**src/rtl/mmr_irq_ctrl.sv**
```systemverilog
// Interrupt controller on the MMR window: pending/mask/trigger registers and the level irq to the PS.
// Optional macro MMR_IRQ_HOLDOFF_EN adds a HOLDOFF register (0x044) and a post-deassert hold state.
module mmr_irq_ctrl #(
  parameter int NSRC       = 8,
  parameter int ADDR_WIDTH = 8,
  parameter int DATA_WIDTH = 32
) (
  input  logic                  clock,
  input  logic                  reset,
  input  logic                  reg_wr_en,
  input  logic                  reg_rd_en,
  input  logic [ADDR_WIDTH-1:0] reg_addr,
  input  logic [DATA_WIDTH-1:0] reg_wdata,
  output logic [DATA_WIDTH-1:0] reg_rdata,
  output logic                  reg_rvalid,
  output logic                  reg_hit,
  input  logic [NSRC-1:0]       irq_src,
  output logic                  irq
);

  localparam logic [ADDR_WIDTH-1:0] A_TER  = ADDR_WIDTH'(12'h040);
  localparam logic [ADDR_WIDTH-1:0] A_HOLD = ADDR_WIDTH'(12'h044);
  localparam logic [ADDR_WIDTH-1:0] A_TSR  = ADDR_WIDTH'(12'h04c);
  localparam logic [ADDR_WIDTH-1:0] A_IER  = ADDR_WIDTH'(12'h050);
  localparam logic [ADDR_WIDTH-1:0] A_IDR  = ADDR_WIDTH'(12'h054);
  localparam logic [ADDR_WIDTH-1:0] A_IMR  = ADDR_WIDTH'(12'h058);
  localparam logic [ADDR_WIDTH-1:0] A_ISR  = ADDR_WIDTH'(12'h05c);

`ifdef MMR_IRQ_HOLDOFF_EN
  typedef enum logic [1:0] {ST_IDLE = 2'd0, ST_ASSERT = 2'd1, ST_HOLD = 2'd2} state_e;
`else
  typedef enum logic [1:0] {ST_IDLE = 2'd0, ST_ASSERT = 2'd1} state_e;
`endif

  state_e                  state_q, state_d;
  logic [NSRC-1:0]         ter_q, ter_d;
  logic [NSRC-1:0]         imr_q, imr_d;
  logic [NSRC-1:0]         isr_q, isr_d;
  logic [NSRC-1:0]         prev_q;
  logic                    irq_q, irq_d;
  logic                    rvalid_q, rvalid_d;
  logic                    hit_q, hit_d;
  logic [DATA_WIDTH-1:0]   rdata_q, rdata_d;

  logic [ADDR_WIDTH-1:0]   addr_s;
  logic [NSRC-1:0]         wd_s;
  logic                    sel_ter_s, sel_hold_s, sel_tsr_s, sel_ier_s;
  logic                    sel_idr_s, sel_imr_s, sel_isr_s, claim_s;
  logic                    pend_s;
  logic                    unused_s;

`ifdef MMR_IRQ_HOLDOFF_EN
  logic [15:0]             holdoff_q, holdoff_d;
  logic [15:0]             cnt_q, cnt_d;
`endif

  assign addr_s   = {reg_addr[ADDR_WIDTH-1:2], 2'b00};
  assign wd_s     = reg_wdata[NSRC-1:0];
  assign unused_s = ^{reg_wdata, reg_addr[1:0]};
  assign pend_s   = |(isr_q & imr_q);

  always_comb begin
    sel_ter_s = (addr_s == A_TER);
    sel_tsr_s = (addr_s == A_TSR);
    sel_ier_s = (addr_s == A_IER);
    sel_idr_s = (addr_s == A_IDR);
    sel_imr_s = (addr_s == A_IMR);
    sel_isr_s = (addr_s == A_ISR);
`ifdef MMR_IRQ_HOLDOFF_EN
    sel_hold_s = (addr_s == A_HOLD);
`else
    sel_hold_s = 1'b0;
`endif
    claim_s = sel_ter_s | sel_hold_s | sel_tsr_s | sel_ier_s |
              sel_idr_s | sel_imr_s | sel_isr_s;
  end

  // Register file next state; a hardware/TSR set in the same cycle as a W1C wins.
  always_comb begin
    logic [NSRC-1:0] hw_set, sw_set, clr;
    hw_set = (ter_q & irq_src & ~prev_q) | (~ter_q & irq_src);
    sw_set = (reg_wr_en && sel_tsr_s) ? wd_s : {NSRC{1'b0}};
    clr    = (reg_wr_en && sel_isr_s) ? wd_s : {NSRC{1'b0}};
    isr_d  = (isr_q & ~clr) | hw_set | sw_set;
    ter_d  = (reg_wr_en && sel_ter_s) ? wd_s : ter_q;
    if (reg_wr_en && sel_ier_s) begin
      imr_d = imr_q | wd_s;
    end else if (reg_wr_en && sel_idr_s) begin
      imr_d = imr_q & ~wd_s;
    end else begin
      imr_d = imr_q;
    end
`ifdef MMR_IRQ_HOLDOFF_EN
    holdoff_d = (reg_wr_en && sel_hold_s) ? reg_wdata[15:0] : holdoff_q;
`endif
  end

  always_comb begin
    rdata_d  = {DATA_WIDTH{1'b0}};
    rvalid_d = reg_rd_en && claim_s;
    hit_d    = (reg_rd_en || reg_wr_en) && claim_s;
    if (rvalid_d) begin
      if (sel_ter_s) begin
        rdata_d = DATA_WIDTH'(ter_q);
      end else if (sel_imr_s) begin
        rdata_d = DATA_WIDTH'(imr_q);
      end else if (sel_isr_s) begin
        rdata_d = DATA_WIDTH'(isr_q);
`ifdef MMR_IRQ_HOLDOFF_EN
      end else if (sel_hold_s) begin
        rdata_d = DATA_WIDTH'(holdoff_q);
`endif
      end else begin
        rdata_d = {DATA_WIDTH{1'b0}};
      end
    end else begin
      rdata_d = {DATA_WIDTH{1'b0}};
    end
  end

  always_ff @(posedge clock or posedge reset) begin
    if (reset) begin
      ter_q    <= {NSRC{1'b0}};
      imr_q    <= {NSRC{1'b0}};
      isr_q    <= {NSRC{1'b0}};
      prev_q   <= {NSRC{1'b0}};
      rvalid_q <= 1'b0;
      hit_q    <= 1'b0;
      rdata_q  <= {DATA_WIDTH{1'b0}};
`ifdef MMR_IRQ_HOLDOFF_EN
      holdoff_q <= 16'd0;
`endif
    end else begin
      ter_q    <= ter_d;
      imr_q    <= imr_d;
      isr_q    <= isr_d;
      prev_q   <= irq_src;
      rvalid_q <= rvalid_d;
      hit_q    <= hit_d;
      rdata_q  <= rdata_d;
`ifdef MMR_IRQ_HOLDOFF_EN
      holdoff_q <= holdoff_d;
`endif
    end
  end

  always_ff @(posedge clock or posedge reset) begin
    if (reset) begin
      state_q <= ST_IDLE;
`ifdef MMR_IRQ_HOLDOFF_EN
      cnt_q   <= 16'd0;
`endif
    end else begin
      state_q <= state_d;
`ifdef MMR_IRQ_HOLDOFF_EN
      cnt_q   <= cnt_d;
`endif
    end
  end

  // HOLD lasts HOLDOFF cycles; HOLDOFF=0 skips it entirely.
  always_comb begin
    state_d = state_q;
`ifdef MMR_IRQ_HOLDOFF_EN
    cnt_d   = cnt_q;
`endif
    case (state_q)
      ST_IDLE: begin
        if (pend_s) state_d = ST_ASSERT;
        else        state_d = ST_IDLE;
      end
      ST_ASSERT: begin
`ifdef MMR_IRQ_HOLDOFF_EN
        if (pend_s) begin
          state_d = ST_ASSERT;
        end else if (holdoff_q != 16'd0) begin
          state_d = ST_HOLD;
          cnt_d   = holdoff_q;
        end else begin
          state_d = ST_IDLE;
        end
`else
        if (pend_s) state_d = ST_ASSERT;
        else        state_d = ST_IDLE;
`endif
      end
`ifdef MMR_IRQ_HOLDOFF_EN
      ST_HOLD: begin
        if (cnt_q <= 16'd1) begin
          state_d = pend_s ? ST_ASSERT : ST_IDLE;
          cnt_d   = 16'd0;
        end else begin
          state_d = ST_HOLD;
          cnt_d   = cnt_q - 16'd1;
        end
      end
`endif
      default: state_d = ST_IDLE;
    endcase
  end

  always_comb begin
    irq_d = (state_d == ST_ASSERT);
  end

  always_ff @(posedge clock or posedge reset) begin
    if (reset) irq_q <= 1'b0;
    else       irq_q <= irq_d;
  end

  assign irq        = irq_q;
  assign reg_rvalid = rvalid_q;
  assign reg_hit    = hit_q;
  assign reg_rdata  = rdata_q;

endmodule

```
**config.mk**
```make
export PLATFORM = sky130hd
export DESIGN_NAME = mmr_irq_ctrl
export DESIGN_NICKNAME = d
export VERILOG_FILES = /design/src/rtl/mmr_irq_ctrl.sv
export SDC_FILE = /design/constraint.sdc
export NUM_CORES = 1
export LEC_CHECK = 0
export CORE_MARGIN = 1.5
export CORE_UTILIZATION = 43
export DETAILED_ROUTE_END_ITERATION = 16
export PLACE_DENSITY = 0.84
export SKIP_LAST_GASP = 1
export SLEW_MARGIN = 10
export SYNTH_ARGS = -nofsm -noshare
export SYNTH_HDL_FRONTEND = slang
export SYNTH_SLANG_ARGS = --single-unit
```
**constraint.sdc**
```tcl
create_clock -name clock -period 1.37 [get_ports clock]
set_input_delay 0.2055 -clock clock [delete_from_list [all_inputs] [get_ports clock]]
set_output_delay 0.2055 -clock clock [all_outputs]
set_load 0.005 [all_outputs]
```
Word-level counts from Yosys, hierarchy flattened
Cells that the tools add are included.
{"block": "word_totals", "reg_bits": 69, "input_bits": 52, "out_inout_bits": 35, "elab_cells": 58}
{"block": "classes", "eq_ne": 8, "mux": 10, "bitwise_logic": 19, "reduce_logical": 12}
{"op": "$mux 8", "n": 7}
{"op": "$and 8x8->8", "n": 6}
{"op": "$eq 6x5->1 const B", "n": 6}
{"op": "$mux 32", "n": 1}
{"op": "$not 8->8", "n": 4}
{"op": "$or 8x8->8", "n": 4}
{"op": "$reduce_or 8->1", "n": 1}
{"op": "$logic_and 1x1->1", "n": 7}
{"op": "$or 1x1->1", "n": 5}
{"op": "$eq 2x1->1 const B", "n": 2}
{"op": "$logic_not 2->1", "n": 1}
{"op": "$mux 1", "n": 2}
{"op": "$reduce_bool 2->1", "n": 1}
{"op": "$reduce_or 2->1", "n": 1}
{"op": "$logic_or 1x1->1", "n": 1}

Logic depth before layout (Yosys ltp)
Gate-level depths: netlist of run 1.
{"block": "logic_depth", "word_depth": 8, "depth_mapped": 5, "mapped_depth_nobuf": 3}

Worst setup path before layout of run 1
OpenSTA, ideal clock, no wires.
{"block": "synth_path", "path_kind": "input port to flip-flop", "from": "input reg_addr[2]", "to": "register rdata_q[0], in the netlist reg_rdata[0]", "arrival_ns": 1.129, "path_slack_ns": 0.108, "stages": 5, "path_buffers": 2, "path_cell_list": "buf_2 -> buf_2 -> mux2_2 -> a32oi_1 -> nor2_1"}
{"block": "synth_via", "elab_chain_len": 8, "elab_cells_between_ends": 16, "cone_classes": "6 x eq/ne; 4 x mux; 5 x bitwise; 1 x reduce/logical"}
{"element": "start: declaration", "line_no": "12", "rtl": "input logic [ADDR_WIDTH-1:0] reg_addr,"}
{"element": "$eq 6x5->1, on equally long branches", "line_no": "63, 64"}
{"element": "$or 1x1->1 (3 in series)", "line_no": "74", "rtl": "claim_s = sel_ter_s | sel_hold_s | sel_tsr_s | sel_ier_s |"}
{"element": "$or 1x1->1 (2 in series)", "line_no": "75", "rtl": "sel_idr_s | sel_imr_s | sel_isr_s;"}
{"element": "$logic_and 1x1->1", "line_no": "100", "rtl": "rvalid_d = reg_rd_en && claim_s;"}
{"element": "$mux 32 *", "line_no": "102", "rtl": "if (rvalid_d) begin"}
{"element": "named net rdata_d[0]", "line_no": "43", "rtl": "logic [DATA_WIDTH-1:0] rdata_q, rdata_d;"}
{"element": "end signal: assignment", "line_no": "129", "rtl": "rdata_q <= {DATA_WIDTH{1'b0}};"}
{"element": "end signal: assignment", "line_no": "140", "rtl": "rdata_q <= rdata_d;"}
{"element": "end: declaration", "line_no": "43"}
The timed path passes the listed nets; every way through them passes the cells marked *.
A chain may end at the register's enable or synchronous reset.

Worst setup path in the final report of run 1
{"block": "layout_path", "from": "input reg_wr_en", "to": "register isr_q[4]"}
{"block": "layout_via", "elab_chain_len": 6, "elab_cells_between_ends": 8, "cone_classes": "2 x mux; 4 x bitwise; 2 x reduce/logical"}
{"element": "start: declaration", "line_no": "10", "rtl": "input logic reg_wr_en,"}
{"element": "$logic_and 1x1->1", "line_no": "83", "rtl": "clr = (reg_wr_en && sel_isr_s) ? wd_s : {NSRC{1'b0}};"}
{"element": "$mux 8", "line_no": "83"}
{"element": "$not 8->8", "line_no": "84", "rtl": "isr_d = (isr_q & ~clr) | hw_set | sw_set;"}
{"element": "$and 8x8->8", "line_no": "84"}
{"element": "$or 8x8->8", "line_no": "84"}
{"element": "$or 8x8->8 *", "line_no": "84"}
{"element": "named net isr_d[4]", "line_no": "38", "rtl": "logic [NSRC-1:0] isr_q, isr_d;"}
{"element": "end signal: assignment", "line_no": "125", "rtl": "isr_q <= {NSRC{1'b0}};"}
{"element": "end signal: assignment", "line_no": "136", "rtl": "isr_q <= isr_d;"}
{"element": "end: declaration", "line_no": "38"}
Marked as above.

==> metrics.txt, run 1 <==
Routed WL 4.31 mm; Final Slew Violations 0; clock-pin slew on the worst setup and hold paths 0.08 ns; post-route insts no fill 282; Detailed Place HPWL 3.06 mm; slowest CP cell clkdlybuf4s50_1; Hold Worst Slack 0.275 ns; post-synth top area share 51.4%; Cell Pwr Density 969 nW/um2; Vias 1499; worst-path cell chain clkdlybuf4s50_1, nor2b_1, and4_2, a221o_1; Worst Tran Pin Value 0.508 ns; clk buf depth 2; DRT iter0 DRCs 133; DR WL/cell 15.3 um; Net count, final 279; fmax 0.739 GHz; startpoint types input port; crit-path leading delay family buffers and inverters; Max transition margin 66.1%; Placed Area 2520 um2; Crit Path Max Fanout 8; Final Hold Fails 0; synthesized instance count 177; Netlist cell types 29; Post-DRT Antenna Nets 0; RSZ-0062 raised after global routing no; Overflow after GRT 0; asr flop ratio synth 100%; CTS H-tree depth 2; post-route cell area 2620 um2; drc violations 0; Starting Density 44.6%; chip width 72.8 um; number of diodes 0; maxcap violations 0; Seq cells post-synth 43; EDFF count, synth 0; Hold Buf Count CTS 0; total negative slack 0 ns; worst min path class input port to asynchronous set/reset pin; Inst Count DP 274; vias in the first global route 1476; period utilization 98.8%; Clock Skews 0.00910 ns; CTS tree built; Critical Path End Type flip-flop; Worst IR Drop VDD 0.000498 V; slack of the critical path 0.0171 ns; synth top area cells dfrtp_1 51%, buf_4 8.6%, mux2_2 8.6%, a221o_1 3.8%, mux2i_1 3.8%; final setup fails 0; Largest stage delay, worst path 0.49 ns; dpl ws -0.434 ns; Lkg Pwr 1.21 nW; status completed; Skew-Pair Late Insertion Delay 0.29 ns; Worst EP required 1.54 ns; port bufs 36; clk root buf clkbuf_8; pin count of the biggest net entering global routing 44; Top-Level Pins 87; All-Layer GR Usage 17.3%; min cycle time layout 1.35 ns; Synth area leader dfrtp_1; drt pass-1 iters 4; Area Overhead vs Synth 25.3%; Main synth FF type dfrtp_1; CP arrival 1.53 ns; Row Count 25; Post-Syn Area per Cell 11.8 um2; die height 72.8 um; initial antenna violation count 0; total power 2.54 mW; share of layout cells above drive strength 1 21.1%; fin util 55.9%; final-layout fill cell count 412; die area 5290 um2; postcts setup bufs 0; Sinks on Clock Net 43; global-route wire length before repair 7.00 mm; number of buffers and inverters on the critical path 1; Synth Cell Area 2090 um2; path type of the worst setup path input port to flip-flop; number of synthesis warnings 0; gpl congestion 0.839; core area 4690 um2; Num CTS Buffers 5; post-synthesis sequential area ratio 51.4%; Vias/cell 5.32
## tightest hold or removal path: stages
cell,delay [ns]
clkdlybuf4s50_1,0.40
inv_1,0.10
buf_12,0.24
## cells by family (layout without fill, tap and decap cells)
kind of cell              after synthesis  in the layout  share of synthesized area (%)
AOI/OAI and AO/OA                      30             30                           12.6
xor gates and xnor gates                1              1                          0.419
buffers and inverters                  43             71                           12.7
DFF                                    43             43                           51.4
muxes                                  24             24                           12.4
other                                   1             24                          0.179
and+or+nand+nor                        35             35                           10.2
## layer usage
metal  vias to the layer above  part of all wire (%)  track usage [%]  wire length, um
met5                         -                     0                0                0
met4                         0                   1.5             5.66               65
met3                         9                   6.7             4.83              291
met1                       725                    45             22.5             1940
li1                        690                     -                -                -
met2                        75                    47             27.8             2020
## cell usage after synthesis (all sizes together), types with 2 or more instances
cell and number:
mux2i 8, and2 2, a22oi 4, nor2 9, a221o 8, a21boi 8, mux2 16, buf 32
inv 10, dfrtp 43, a32oi 8, nand3 17, and4 2
## placed cells by master, fill, tap and decap left out, types with 2 or more instances in the layout
cell type        synthesis  routed
a21boi_0                 8       8
mux2_2                  16      15
a32oi_1                  8       8
dlymetal6s2s_1           0       2
buf_6                    1       2
a221o_1                  8       8
inv_1                   10      10
a22oi_1                  4       4
dfrtp_1                 43      43
clkbuf_8                 0       5
dlygate4sd2_1            0       5
nand3_1                 16      16
conb_1                   1      24
buf_4                   24      14
clkdlybuf4s50_1          0      29
nor2_1                   8       8
mux2i_1                  8       8
## layout make-up
class	instances	area, um2	area share [%]
inverter	10	37.5	1.43
sequential	43	1080	41.1
timing repair buffer	53	507	19.3
clock buffer	6	72.6	2.77
multi-input combinational	114	848	32.4
clock inverter	2	12.5	0.477
tap	54	67.6	2.58
## what timing repair did
item	CTS	global route
pin swaps	2	1
gates resized for setup	8	6
setup endpoints to repair	32	20
## power by group
part           switching [mW]  internal [mW]
Sequential             0.0567           1.35
Combinational           0.171          0.184
Clock                   0.424          0.356
## path summary, 6_finish.rpt
| path | from | end | slack (ns) | cells past startpoint |
|---|---|---|---|---|
| worst min-delay path | reset | isr_q[5]$_DFF_PP0_ | 0.28 | 3 |
| worst max-delay path | reg_wr_en | isr_q[4]$_DFF_PP0_ | 0.02 | 4 |
| max in group asynchronous | reset | asynchronous set/reset pin | 0.88 | 3 |
| min in group clock | irq_src[5] | prev_q[5]$_DFF_PP0_ | 0.37 | 1 |
| worst max register to register | flip-flop | reg_rdata[0]$_DFF_PP0_ | 0.27 | 3 |
| worst min register to register | ter_q[6]$_DFFE_PP0P_ | ter_q[6]$_DFFE_PP0P_ | 0.54 | 1 |
Note: power is estimated with default switching activity, not from simulation.
==> inputs of run 2 (changes only) <==
- CELL_PAD_IN_SITES_DETAIL_PLACEMENT: default -> 0
- CELL_PAD_IN_SITES_GLOBAL_PLACEMENT: default -> 1
- CORE_UTILIZATION: 43 -> 32
- PLACE_DENSITY: 0.84 -> 0.83
==> run 2 against run 1 <==
Core utilization shrank 14 points. Non-clock buffer count unchanged. Setup slack improved by 0.013 ns. Sequential cell count did not move. Cell area rose by 2.5%. Critical endpoint is now isr_q[7]$_DFF_PP0_. Highest routed layer unchanged.
==> metrics.txt, run 2 (synthesis results as in run 1) <==
clk root buf clkbuf_8; CTS tree built; worst min path class input port to asynchronous set/reset pin; maxcap violations 0; Post-DRT Antenna Nets 0; path type of the worst setup path input port to flip-flop; Most Used Layer, Global Route met2; clock-pin slew on the worst setup and hold paths 0.08 ns; Row Count 29; Top-Level Pins 87; fin util 42.3%; All-Layer GR Usage 13.5%; Overflow after GRT 0; RSZ-0062 raised after global routing no; Sw Ratio 25.9%; Skew-Pair Late Insertion Delay 0.29 ns; met3 Use GR 3.46%; worst r2r dst reg_rdata[7]$_DFF_PP0_; total negative slack 0 ns; Comb pwr share 14.2%; share of layout cells above drive strength 1 21.1%; R2R cell count 3; DRT iter0 DRCs 100; pin count of the biggest net entering global routing 44; Clock Power Share 31.1%; Crit Path Max Fanout 8; most common cell after layout, fill and taps aside dfrtp_1; port bufs 36; Detailed Place HPWL 3.14 mm; die height 83.9 um; drc violations 0; period utilization 97.8%; Cell Pwr Density 952 nW/um2; CTS H-tree depth 2; status completed; Vias 1491; number of diodes 0; fmax 0.746 GHz; vias in the first global route 1458; Lkg Pwr 1.26 nW; chip width 83.9 um; Critical R2R Launch isr_q[7]$_DFF_PP0_; Starting Density 32.9%; CP arrival 1.51 ns; gpl congestion 0.787; Worst IR Drop VDD 0.000426 V; Final Slew Violations 0; Sinks on Clock Net 43; Area Overhead vs Synth 28.4%; die area 7030 um2; Psw 662 uW; CP startpoint reg_wr_en; Vias/cell 4.89; M1 GR Usage 18.6%; Int Pwr 1.89 mW; initial antenna violation count 0; drt pass-1 iters 4; Critical Path End Type flip-flop; Num CTS Buffers 5; most frequent cells in the layout 43 x dfrtp_1, 27 x clkdlybuf4s50_1, 24 x conb_1, 16 x nand3_1, 15 x mux2_2; Reg2Reg Setup Slack 0.35 ns; startpoint types input port; Clock Skews 0.00508 ns; DR WL/cell 15.2 um; M2 GR Usage 21.3%; Net count, final 279; postcts setup bufs 0; core area 6350 um2; part of the power in registers 54.7%; clk buf depth 2; total power 2.56 mW; Worst EP required 1.54 ns; min cycle time layout 1.34 ns; global-route wire length before repair 7.44 mm; Final Hold Fails 0; final setup fails 0; Routed WL 4.62 mm
run 2: cell count changes in the layout (fill, tap and decap cells not counted):
cell	delta
buf_12	+1
buf_6	-2
clkbuf_16	+1
clkdlybuf4s50_1	-2
dlygate4sd2_1	-1
dlymetal6s2s_1	+3
nor2_2	-1
nor2_4	+1
run 2: layout make-up:
type	instances	area, um2
multi-input cells	114	853
flip-flops and latches	43	1080
clock buffers	6	72.6
repair buffers	53	538
clock inverters	2	12.5
fillers	602	3660
inverters	10	37.5
well taps	77	96.3
run 2: worst max-delay path, cell delays in order:
cell and delay [ns]:
clkdlybuf4s50_1 0.46, nor2b_1 0.16, and4_2 0.31, a221o_1 0.38
run 2: power groups by stage:
stage / Combinational [mW] / Clock [mW] / Sequential (mW)
2_1_floorplan: 0.232 / 0 / 1.41
3_3_place_gp: 0.349 / 0 / 1.42
3_5_place_dp: 0.355 / 0 / 1.42
4_1_cts: 0.359 / 0.819 / 1.40
5_1_grt: 0.403 / 0.867 / 1.41
6_report: 0.364 / 0.794 / 1.40
run 2: repair_timing:
action | in CTS | in global routing
pin swaps | 2 | 1
endpoints found under the hold margin | 0 | 0
hold buffers | 0 | 0
gates cloned | 0 | 1
resized for setup | 7 | 8
setup endpoints to repair | 33 | 14
run 2: per-layer routing:
metal | routed length [um] | vias to the layer above | share of wire, %
met2 | 2320 | 58 | 50
met1 | 1970 | 738 | 43
met4 | 31 | 0 | 0.67
li1 | - | 691 | -
met3 | 303 | 4 | 6.6
met5 | 0 | - | 0
run 2: worst max-delay path by stage:
stage / to / slack, ns / cells after the start
global route: irq / 0.003 / 1
detailed placement: ter_q[1]$_DFFE_PP0P_ / -0.44 / 4
CTS: reg_hit / 0.01 / 1
finish: isr_q[7]$_DFF_PP0_ / 0.03 / 4
floorplan: reg_rdata[0]$_DFF_PP0_ / 0.11 / 5
global placement: ter_q[6]$_DFFE_PP0P_ / -0.43 / 4
run 2: metrics by stage:
step | cells | hold WS, ns | worst slack (ns) | instance area (um2)
after global routing | 305 | 0.295 | 0.00300 | 2690
final | 305 | 0.269 | 0.0298 | 2690
after CTS | 304 | 0.281 | 0.0115 | 2650
after detailed placement | 296 | 0.523 | -0.439 | 2550
after global placement | 296 | 0.511 | -0.426 | 2550
after floorplan | 200 | 0.237 | 0.108 | 2180
==> inputs of run 3 (changes only) <==
- CAP_MARGIN: default -> 25
==> results of run 3 <==
No change in the layout: final DEF, timing and power equal those of run 2.
